### src/rtl/sico_sync_pkg.sv
// rtl/sico_sync_pkg.sv - shared state type and constants for the co-simulation sync responder
package sico_sync_pkg;

  // Top-level sequencing states of the responder
  typedef enum logic [1:0] {
    RST_SEQ = 2'd0,
    RUN     = 2'd1,
    HOLD    = 2'd2
  } sync_state_e;

  // Width of the reset-stretch counter; bounds RESET_CYCLES to 1..255
  localparam int unsigned RST_CNT_W = 8;

endpackage

### src/rtl/sico_rst_seq.sv
// rtl/sico_rst_seq.sv - stretches rst_ni into a synchronously released DUT reset
module sico_rst_seq
  import sico_sync_pkg::*;
#(
  parameter int unsigned RESET_CYCLES = 16
) (
  input  logic clk_i,
  input  logic rst_ni,
  output logic rst_dut_no
);

  // Counter value seen on the last stretched cycle; the release edge follows it
  localparam logic [RST_CNT_W-1:0] LAST_CNT = RST_CNT_W'(RESET_CYCLES - 1);

  logic [RST_CNT_W-1:0] cnt_q, cnt_d;
  logic                 done_q, done_d;

  // Count clk_i edges after reset release and latch done once RESET_CYCLES have passed
  always_comb begin
    cnt_d  = cnt_q;
    done_d = done_q;
    if (!done_q) begin
      cnt_d = cnt_q + 1'b1;
      if (cnt_q == LAST_CNT) begin
        done_d = 1'b1;
      end
    end
  end

  // Stretch counter and release flag; both restart whenever rst_ni asserts
  always_ff @(posedge clk_i or negedge rst_ni) begin
    if (!rst_ni) begin
      cnt_q  <= '0;
      done_q <= 1'b0;
    end else begin
      cnt_q  <= cnt_d;
      done_q <= done_d;
    end
  end

  assign rst_dut_no = done_q;

endmodule

### src/rtl/sico_sync_resp.sv
// rtl/sico_sync_resp.sv - co-simulation sync responder top; SICO_SYNC_STATS_EN adds tick/drop statistics
module sico_sync_resp
  import sico_sync_pkg::*;
#(
  parameter int unsigned CNT_W        = 32,
  parameter int unsigned RESET_CYCLES = 16
) (
  input  logic             clk_i,
  input  logic             rst_ni,
  input  logic             tick_i,
  input  logic             hold_i,
  output logic             run_o,
  output logic             rst_dut_no,
  output logic [CNT_W-1:0] cnt_o,
  output logic             cnt_valid_o,
  input  logic             cnt_ready_i,
  output logic             ovf_o,
  output logic             drop_o
`ifdef SICO_SYNC_STATS_EN
  ,
  output logic [31:0]      tick_cnt_o,
  output logic [15:0]      drop_cnt_o
`endif
);

  localparam logic [CNT_W-1:0] CNT_MAX = '1;

  sync_state_e      state_q, state_d;
  logic             run_q, run_d;
  logic [CNT_W-1:0] cyc_q, cyc_d, cyc_inc;
  logic [CNT_W-1:0] rpt_q, rpt_d;
  logic             rpt_valid_q, rpt_valid_d;
  logic             ovf_q, ovf_d;
  logic             drop_q, drop_d;
  logic             rst_done;
  logic             tick_acc;
  logic             handshake;
  logic             drop_evt;

  sico_rst_seq #(
    .RESET_CYCLES(RESET_CYCLES)
  ) u_rst_seq (
    .clk_i     (clk_i),
    .rst_ni    (rst_ni),
    .rst_dut_no(rst_done)
  );

  // Ticks count only once the DUT is out of reset; a tick meeting a pending,
  // unaccepted report is lost, but the counter still restarts.
  assign tick_acc  = tick_i && (state_q != RST_SEQ);
  assign handshake = rpt_valid_q && cnt_ready_i;
  assign drop_evt  = tick_acc && rpt_valid_q && !cnt_ready_i;
  assign cyc_inc   = (run_q && (cyc_q != CNT_MAX)) ? cyc_q + 1'b1 : cyc_q;

  // State register
  always_ff @(posedge clk_i or negedge rst_ni) begin
    if (!rst_ni) begin
      state_q <= RST_SEQ;
    end else begin
      state_q <= state_d;
    end
  end

  // Next state: leave reset when the stretcher releases, then follow hold_i
  always_comb begin
    state_d = state_q;
    case (state_q)
      RST_SEQ: if (rst_done) state_d = RUN;
      RUN:     if (hold_i)   state_d = HOLD;
      HOLD:    if (!hold_i)  state_d = RUN;
      default:               state_d = RST_SEQ;
    endcase
  end

  // Output decode from next state so run_o is a flop with no path from hold_i
  always_comb begin
    run_d = (state_d == RUN);
  end

  // Counter, report and flag next values
  always_comb begin
    cyc_d       = tick_acc ? '0 : cyc_inc;
    ovf_d       = ovf_q || (run_q && (cyc_inc == CNT_MAX));
    drop_d      = drop_evt;
    rpt_d       = rpt_q;
    rpt_valid_d = rpt_valid_q;
    if (tick_acc && !drop_evt) begin
      rpt_d       = cyc_inc;
      rpt_valid_d = 1'b1;
    end else if (handshake) begin
      rpt_d       = '0;
      rpt_valid_d = 1'b0;
    end
  end

  // Datapath registers: run enable, cycle counter, report and status flags
  always_ff @(posedge clk_i or negedge rst_ni) begin
    if (!rst_ni) begin
      run_q       <= 1'b0;
      cyc_q       <= '0;
      rpt_q       <= '0;
      rpt_valid_q <= 1'b0;
      ovf_q       <= 1'b0;
      drop_q      <= 1'b0;
    end else begin
      run_q       <= run_d;
      cyc_q       <= cyc_d;
      rpt_q       <= rpt_d;
      rpt_valid_q <= rpt_valid_d;
      ovf_q       <= ovf_d;
      drop_q      <= drop_d;
    end
  end

  assign run_o       = run_q;
  assign rst_dut_no  = rst_done;
  assign cnt_o       = rpt_q;
  assign cnt_valid_o = rpt_valid_q;
  assign ovf_o       = ovf_q;
  assign drop_o      = drop_q;

`ifdef SICO_SYNC_STATS_EN
  logic [31:0] tick_cnt_q, tick_cnt_d;
  logic [15:0] drop_cnt_q, drop_cnt_d;

  // Saturating counts of accepted ticks and lost reports
  always_comb begin
    tick_cnt_d = tick_cnt_q;
    drop_cnt_d = drop_cnt_q;
    if (tick_acc && (tick_cnt_q != '1)) tick_cnt_d = tick_cnt_q + 1'b1;
    if (drop_evt && (drop_cnt_q != '1)) drop_cnt_d = drop_cnt_q + 1'b1;
  end

  // Statistics registers
  always_ff @(posedge clk_i or negedge rst_ni) begin
    if (!rst_ni) begin
      tick_cnt_q <= '0;
      drop_cnt_q <= '0;
    end else begin
      tick_cnt_q <= tick_cnt_d;
      drop_cnt_q <= drop_cnt_d;
    end
  end

  assign tick_cnt_o = tick_cnt_q;
  assign drop_cnt_o = drop_cnt_q;
`endif

endmodule
### config.mk
export PLATFORM = sky130hd
export DESIGN_NAME = sico_sync_resp
export DESIGN_NICKNAME = d
export VERILOG_FILES = /design/src/rtl/sico_sync_pkg.sv /design/src/rtl/sico_rst_seq.sv /design/src/rtl/sico_sync_resp.sv
export SDC_FILE = /design/constraint.sdc
export NUM_CORES = 1
export LEC_CHECK = 0
export CAP_MARGIN = 10
export CORE_ASPECT_RATIO = 1.75
export CORE_UTILIZATION = 46
export CTS_CLUSTER_DIAMETER = 50
export CTS_CLUSTER_SIZE = 20
export DETAILED_ROUTE_END_ITERATION = 7
export PLACE_DENSITY_LB_ADDON = 0.15
export SETUP_SLACK_MARGIN = 0.3
export SYNTH_ARGS = -nofsm -noshare
export SYNTH_HDL_FRONTEND = slang
export SYNTH_SLANG_ARGS = --single-unit
### constraint.sdc
create_clock -name clk_i -period 2.8 [get_ports clk_i]
set_input_delay 0.42 -clock clk_i [delete_from_list [all_inputs] [get_ports clk_i]]
set_output_delay 0.42 -clock clk_i [all_outputs]
set_load 0.02 [all_outputs]
* Yosys cells after proc, flatten, opt, wreduce, memory -nomap -nowiden
Cells that the tools add are included.
** Word-level totals
- Memories kept :: 0
- Input bits :: 5
- Latch bits :: 0
- Bits in writable memories :: 0
- Register bits :: 79
- Output and inout bits :: 37
- Bits in read-only memories :: 0
** Operators by class
- Multiply operators :: 0
- Reduce and logical (&&, ||, !) cells :: 13
- Divide/modulo/power cells :: 0
- Add/subtract/negate cells :: 2
- Magnitude comparators :: 0
- Multiplexer cells :: 12
- Bitwise gates (word level) :: 0
- Shifts and indexed selects :: 0
- Eq/ne operators :: 6
** Operators by type and width (count)
- two-way mux 32 bit :: 4
- adder 32 x 1 -> 32 bit (second input constant) :: 1
- equality test 32 bit (second input constant) :: 1
- inequality test 32 bit (second input constant) :: 1
- adder 8 x 1 -> 8 bit (second input constant) :: 1
- equality test 8 x 4 -> 1 bit (second input constant) :: 1
- logical AND 1 bit :: 7
- two-way mux 2 bit :: 3
- one-hot mux 2 bit (3 select lines) :: 1
- equality test 2 x 1 -> 1 bit (second input constant) :: 2
- two-way mux 1 bit :: 4
- nonzero test 2 bit :: 2
- equality test 2 bit (second input constant) :: 1
- zero test 1 bit :: 2
- zero test 2 bit :: 1
- logical OR 1 bit :: 1

* Longest topological paths before layout
Gate-level depths: netlist (run 1).
- Depth after elaboration :: 7
- Gate-level depth with buffers :: 9
- Depth with buffers taken out :: 8

* Cells and area by module
From an unflattened synthesis (run 1), not the netlist that was laid out.
** Second synthesis, totals
- Cells, all modules :: 360
- Area, all modules :: 3593.4 um^2
** Modules (own cells, without submodules)
- sico_sync_resp :: area an instance 3210.6 um^2, seq. area each 1751.7 um^2, cells each 329, instances 1
- sico_rst_seq :: area an instance 382.9 um^2, seq. area each 225.2 um^2, cells each 31, instances 1

* Worst setup path before layout (run 1)
Ideal clock, no wire load.
- Path type :: reg2reg
- From :: register cyc_q[28]
- To :: register ovf_q (netlist: ovf_o)
- Required time :: 2696 ps
- Cell stages (with the launch flop) :: 10
- Buffers on the path :: 2
- Arrival time :: 2625 ps
- Slack :: 72 ps
- Cells stage by stage :: dfrtp_1 -> nand4_2 -> or3_1 -> buf_6 -> o31a_2 -> clkbuf_1 -> nand4_1 -> xor2_1 -> or4_1 -> o41ai_2
** On the way
- Longest elaborated chain between the ends :: 6
- Elaborated cells on any way between the ends :: 7
- Those cells by class :: add/sub: 1; eq/ne: 2; mux: 1; reduce/logical: 3
** RTL lines
- start: declaration :: RTL line sico_sync_resp.sv:30 : logic [CNT_W-1:0] cyc_q, cyc_d, cyc_inc;
- start signal: assignment :: RTL line sico_sync_resp.sv:107 : cyc_q <= cyc_d;
- branches (longest 2 deep; another with adder 32 x 1 -> 32 bit)
- two-way mux 32 bit (*) :: RTL line sico_sync_resp.sv:53 : assign cyc_inc = (run_q && (cyc_q != CNT_MAX)) ? cyc_q + 1'b1 : cyc_q;
- equality test 32 bit (*) :: RTL line sico_sync_resp.sv:83 : ovf_d = ovf_q || (run_q && (cyc_inc == CNT_MAX));
- logical AND 1 bit (*) :: RTL line sico_sync_resp.sv:83
- logical OR 1 bit (*) :: RTL line sico_sync_resp.sv:83
- via ovf_d :: RTL line sico_sync_resp.sv:33 : logic ovf_q, ovf_d;
- end signal: assignment :: RTL line sico_sync_resp.sv:110 : ovf_q <= ovf_d;
- end: declaration :: RTL line sico_sync_resp.sv:33
Mark *: on every way through the listed nets, which the timed path passes.
A chain may end at the register's enable or synchronous reset.

* Worst setup path after layout (run 1)
- From :: register cyc_q[13]
- To :: register ovf_q (netlist: ovf_o)
The elaborated chain is that of the path after synthesis.

==> key figures, run 1 <==
Yosys
  • Post-synth EDFFs: 0
  • Leading area contributor after synthesis: dfrtp_1
  • Post-synth top area share: a little under three fifths
  • Synthesized cell area: 3590 µm²
  • FF+latch count, synth: 79
  • Ys flop type: dfrtp_1
  • Mean Syn Cell Area: 9.98 µm²
  • Syn Inst Count: 360
  • Post-synthesis cell type count: 40
  • Post-Syn Nets: 367
  • Seq/Total Area, Yosys: 55.0%
  • Asr flop ratio synth: between 90% and 100%
  • Top post-synthesis cells by area: dfrtp_1 55%, o21ai_0 5.6%, nor2_1 5.0%
  • Synth warn: 0

Floorplan
  • Io pins: 42
  • Core area: 7570 µm²
  • Die ar.: 8180 µm²
  • Die H: 119 µm
  • Row count: 42
  • Initial Util: between 40% and 50%
  • Die X: 68.8 µm

Power
  • Sw frac: 29.6%
  • Pwr/cell area: 655 nW/µm²
  • Int Power: 0.00223 W
  • Seq pwr share: 40.2%
  • P_sw: 0.000936 W
  • Clock power share: approximately 40%
  • Total Power: 0.00316 W
  • Maximum VDD drop: between 0.6 and 0.7 mV
  • Static Leak: 2.10 nW
  • Gate power share: between 20% and 30%

Drt
  • Per-cell routed wire length: 18.2 µm
  • Vias per cell: 5.64
  • Post-Route WL: between 9 and 10 mm
  • DRT Pass-1 Iters: 4
  • Via count: 3,046
  • Detailed Route Iter0 Violations: 155
  • DRC violations left: 0
  • Detail Route Antenna Nets: 0

Global route
  • Total gr overflow: 0
  • Vias in the first global route: 3,161
  • Antenna violations before repair: 0
  • Global Route Usage Sum: 26.7%
  • Largest net degree at the start of global routing: 80
  • First-pass GRT wire length: 15.5 mm

Setup path
  • Reg2Reg Setup Slack: 250 ps
  • Crit path launch type: register
  • Worst path required time: 3040 ps
  • Crit path arrival time: 2790 ps
  • Crit path kind: register to register
  • CP endpoint kind: register
  • Crit-path max FO: 4

Clock tree
  • Clock Path Buffers: 2
  • Hold-fix buffers, CTS: 0
  • Worst skew pair latency: 340 ps
  • TritonCTS clock tree: done
  • Clock Sinks: 79
  • Cts bufs inserted: 9
  • CTS clk-pin slew, worst paths: 60 ps
  • Root buf cell: clkbuf_16
  • H-tree Lvls: 3

Layout
  • Finished Cell Area: 4830 µm²
  • Area grow syn2layout: 34.4%
  • FILL cells: 660
  • Commonest non-fill, non-tap cell in the layout: dfrtp_1
  • Non-filler instance count after layout: 540
  • Most frequent cells in the layout: 77 x dfrtp_1, 49 x buf_4, 46 x nor2_1
  • Antenna Cells: 0
  • Fraction of layout cells with a size suffix above 1: about a fifth
  • Final net count: 454

Timing
  • Skew final: 4.11 ps
  • Slew headroom: between 30% and 40%
  • Final min period: between 2000 and 3000 ps
  • # setup viols final: 0
  • Final Hold Vio Count: 0
  • Setup WS post-layout: 251 ps
  • Period utilization: 91.0%
  • Max Slew Vio Count: 0
  • Worst slew pin tran: around 970 ps
  • Unrepaired setup endpoints after global routing: true
  • Fmax: 392 MHz

Placement
  • GPL Wtd Cong: 0.922
  • Placed instance area: about 4300 µm²
  • Dpl cells: 502
  • Detailed placer's ending HPWL: 6.75 mm
  • Port Buffers: 41
  • Dpl ws: -8.67 ps

Flow run
  • Max Cap Violations: 0

Min path
  • Hold Crit Class: primary input to asynchronous set/reset pin

Outcome
  • Status: complete, no violations
-- layout make-up --
class / count / area (µm²) / area share [%]
sequential: 79 / 1980 / 41.0
multi-input combinational: 265 / 1650 / 34.1
timing repair buffer: 89 / 768 / 15.9
clock buffer: 10 / 229 / 4.74
tap: 88 / 110 / 2.28
clock inverter: 6 / 85.1 / 1.76
inverter: 3 / 11.3 / 0.233
-- registers in the layout, indices dropped and copies added, names as in the netlist --
name and flops:
cnt_o 32, cyc_q 32, u_rst_seq.cnt_q 8, state_q 2
cnt_valid_o 1, drop_o 1, ovf_o 1, run_o 1
u_rst_seq.rst_dut_no 1
-- critical path, cell delays in order, from the launching register on --
cell     delay (ps)
dfrtp_1         350
nand4_1         180
or3_4           450
o31ai_4         330
nor3_1          100
xnor2_1         230
or4_4           590
o41ai_2         210
-- Yosys cell counts, types with 2 or more instances --
cell and instances:
and3_1 8, mux2_2 2, nand4_1 16, nor2_1 48, or3_1 3, inv_1 3
xor2_1 16, nand4_2 2, o21ai_0 40, nand3_1 19, o2111ai_1 3, o211ai_1 3
nand2b_1 2, ha_1 2, and4_1 3, nor4_1 2, dfrtp_1 79, a21oi_1 2
mux2i_1 3, nor3_1 10, nand2_1 43, clkbuf_1 11, or4_1 5, o31a_2 2
xnor2_1 18
-- layer usage --
layer / global-route usage (%) / wire (µm) / vias to the layer above
li1: - / - / 1444
met1: 28.5 / 3700 / 1483
met2: 45.3 / 5290 / 80
met3: 4.12 / 247 / 39
met4: 19.4 / 604 / 0
met5: 0 / 0 / -
-- what timing repair did --
| item | CTS | global route |
|---|---|---|
| buffers inserted | 17 | 5 |
| gates resized for setup | 19 | 4 |
| endpoints found under the setup margin | 1 | 1 |
| pin swaps | 11 | 8 |
-- power by group through the flow --
stage	Sequential (W)	Combinational [W]	Clock [W]
5_1_grt	0.00128	0.000713	0.00129
6_report	0.00127	0.000655	0.00124
4_1_cts	0.00127	0.000660	0.00125
3_3_place_gp	0.00129	0.000573	0
2_1_floorplan	0.00133	0.000313	0
3_5_place_dp	0.00130	0.000583	0
-- stage by stage --
step           hold WS, ps  setup TNS, ps  util, %
2_1_floorplan          124              0        -
3_3_place_gp           454              0     56.3
3_5_place_dp           467          -8.67     56.3
4_1_cts                277              0     63.1
5_1_grt                340              0     63.8
6_report               240              0     63.8
-- logic make-up (layout without fill, tap and decap cells) --
logic type	after synthesis	after routing	synth area share (%)
simple gates	167	167	22.7
flops	79	79	55.0
compound gates	57	57	9.93
xor+xnor	34	34	8.29
buf+inv	16	108	1.88
mux	5	5	1.46
fa+ha+maj	2	2	0.697
-- path summary, 6_finish.rpt --
path / startpoint / endpoint / cells past startpoint
worst max register to register: cyc_q[13] / ovf_o / 7
worst max-delay path: cyc_q[13] / ovf_o / 7
min in group clk_i: cnt_o[15] / cnt_o[15] / 2
worst min register to register: cnt_o[15] / cnt_o[15] / 2
worst min-delay path: rst_ni / cnt_o[4] / 1
max in group asynchronous: rst_ni / cyc_q[2] / 1
Power figures use the tool's default switching activity.
==> run 2: changes to the inputs <==
GPL_ROUTABILITY_DRIVEN = 1   (was unset)
clock period = 3 ns   (was 2.8 ns; I/O delays follow)
==> run 2 against run 1 <==
Effect of this change: total power fell by 8.3%; combinational power fell by 9.6%; register-to-register slack improved by 90 ps; die area is the same; setup slack gained 91 ps; via count down 1.6%; clock skew fell by 0.52 ps; cell count shrank 2.6%; sequential share of layout area grew 1.3 points.
==> key figures, run 2 (synthesis gave the netlist of run 1 again) <==
Outcome
  • Status: complete, no violations

Clock tree
  • Root buf cell: clkbuf_16
  • Clock Path Buffers: 2 (unchanged)
  • Cts bufs inserted: 9 (unchanged)
  • TritonCTS clock tree: done
  • H-tree Lvls: 3 (unchanged)
  • Worst skew pair latency: 340 ps (about the same)
  • Hold-fix buffers, CTS: 0 (unchanged)
  • Clock Sinks: 79 (unchanged)
  • CTS clk-pin slew, worst paths: 60 ps (about the same)

Drt
  • Detailed Route Iter0 Violations: 207 (+34%)
  • Per-cell routed wire length: 18.4 µm (+0.93%)
  • DRT Pass-1 Iters: 4 (unchanged)
  • Post-Route WL: 9.68 mm (-1.7%)
  • Vias per cell: 5.70 (+1.0%)
  • Via count: 2,998 (-1.6%)
  • Detail Route Antenna Nets: 0 (unchanged)
  • DRC violations left: 0 (unchanged)

Power
  • Maximum VDD drop: 0.465 mV (-31%)
  • Pwr/cell area: 619 nW/µm² (-5.4%)
  • Static Leak: 2.05 nW (-2.6%)

Layout
  • Fraction of layout cells with a size suffix above 1: 16.2% (-4.6 points)
  • Commonest non-fill, non-tap cell in the layout: dfrtp_1
  • Final net count: 440 (-3.1%)
  • Most frequent cells in the layout: 77 x dfrtp_1, 46 x nor2_1, 43 x nand2_1
  • Area grow syn2layout: 30.4%
  • Antenna Cells: 0 (unchanged)

Setup path
  • R2R Path Start: cyc_q[10]
  • Most used cell, CP: nand4_1
  • CP Launch Point: cyc_q[10]
  • Crit path kind: register to register
  • Critical Path, Cell by Cell: nand4_1 -> or3_4 -> o31a_4 -> nand4_1 -> xor2_1 -> or4_1 -> o41ai_2
  • Crit-path leading delay family: simple AND/OR/NAND/NOR gates
  • Crit path launch type: register
  • Crit path arrival time: 2890 ps (+100 ps)
  • CP max stage delay: 550 ps (-40 ps)
  • Worst path required time: 3230 ps (+190 ps)
  • CP endpoint kind: register
  • Crit-path max FO: 5 (+1)
  • CP bufs+invs: 0 (unchanged)
  • CP max stage cell: or4_1

Placement
  • Port Buffers: 41 (unchanged)
  • Detailed placer's ending HPWL: 6.91 mm (+2.4%)
  • Dpl ws: 123 ps (+132 ps)
  • GPL Wtd Cong: 0.967 (+4.9%)

Timing
  • Worst slew pin tran: 988 ps (+17.5 ps)
  • Skew final: 3.59 ps (-0.523 ps)
  • Setup WS post-layout: 342 ps (+91.1 ps)
  • Fin Hold WS: 250 ps (+9.65 ps)
  • Final Hold Vio Count: 0 (unchanged)
  • Unrepaired setup endpoints after global routing: true
  • Final min period: 2660 ps (+109 ps)
  • Fmax: 376 MHz (-4.1%)
  • Setup TNS: 0 ps (unchanged)
  • Max Slew Vio Count: 0 (unchanged)
  • Slew headroom: 34.2% (-1.2 points)
  • # setup viols final: 0 (unchanged)
  • Period utilization: 88.6% (-2.4 points)

Global route
  • Antenna violations before repair: 0 (unchanged)
  • Total gr overflow: 0 (unchanged)
  • Global Route Usage Sum: 27.0% (+0.30 points)
  • Vias in the first global route: 3,079 (-2.6%)
  • First-pass GRT wire length: 15.6 mm (+0.98%)
  • Largest net degree at the start of global routing: 80 (unchanged)

Floorplan
  • Core area: 7570 µm² (unchanged)
  • Io pins: 42 (unchanged)
  • Die H: 119 µm (unchanged)
  • Initial Util: 47.5% (unchanged)
  • Row count: 42 (unchanged)
  • Die ar.: 8180 µm² (unchanged)
  • Die X: 68.8 µm (unchanged)

Flow run
  • Max Cap Violations: 0 (unchanged)

Min path
  • Hold Crit Class: primary input to asynchronous set/reset pin
-- run 2: cell count changes in the layout (fill, tap and decap cells not counted), sizes merged --
cell and change:
clkinv +1, clkinvlp -1, buf -14, bufinv -1, clkbuf +1
-- run 2: layout make-up --
type / instances / area, µm²
fillers: 670 / 2880
flip-flops and latches: 79 / 1980
multi-input cells: 265 / 1610
repair buffers: 75 / 663
clock buffers: 11 / 253
well taps: 88 / 110
clock inverters: 5 / 56.3
inverters: 3 / 11.3
-- run 2: path summary, 6_finish.rpt --
check | slack [ps] | endpoint | cells past startpoint
max | 340 | ovf_o | 7
min | 250 | cnt_o[7] | 1
max reg2reg | 340 | ovf_o | 7
min reg2reg | 470 | cnt_o[9] | 2
max in group asynchronous | 2030 | cyc_q[2] | 1
min in group clk_i | 470 | cnt_o[9] | 2
-- run 2: where the power goes --
part / total (W) / internal [W] / switching, W
registers: 0.00119 / 0.00113 / 0.0000647
logic: 0.000592 / 0.000213 / 0.000379
clock network: 0.00111 / 0.000687 / 0.000426
total: 0.00290 / 0.00203 / 0.000870
-- run 2: timing repair --
item / 4_1_cts / 5_1_grt
cloned: 0 / 0
setup buffers: 9 / 1
gates resized for setup: 5 / 8
pin swaps: 7 / 2
endpoints found under the hold margin: 0 / 0
setup endpoints to repair: 1 / 1
-- run 2: layer usage --
metal  routed length (µm)  vias to the layer above  track usage, %
li1                     -                     1408               -
met4                  471                        0            16.7
met1                 3650                     1476            30.0
met3                  355                       34            6.90
met5                    0                        -               0
met2                 5200                       80            44.2
-- run 2: stage by stage --
stage | cells | util (%) | power [W] | area, µm²
floorplan | 360 | - | 0.00152 | 3590
global route | 526 | 61.9 | 0.00302 | 4680
finish | 526 | 61.9 | 0.00290 | 4680
CTS | 525 | 61.4 | 0.00291 | 4640
global placement | 500 | 56.0 | 0.00175 | 4240
detailed placement | 500 | 56.0 | 0.00176 | 4240
==> run 3: changes to the inputs <==
CTS_CLUSTER_DIAMETER = 200   (was 50)
==> results of run 3 <==
Same layout as run 2: the final DEF is identical, and so are final timing and power.
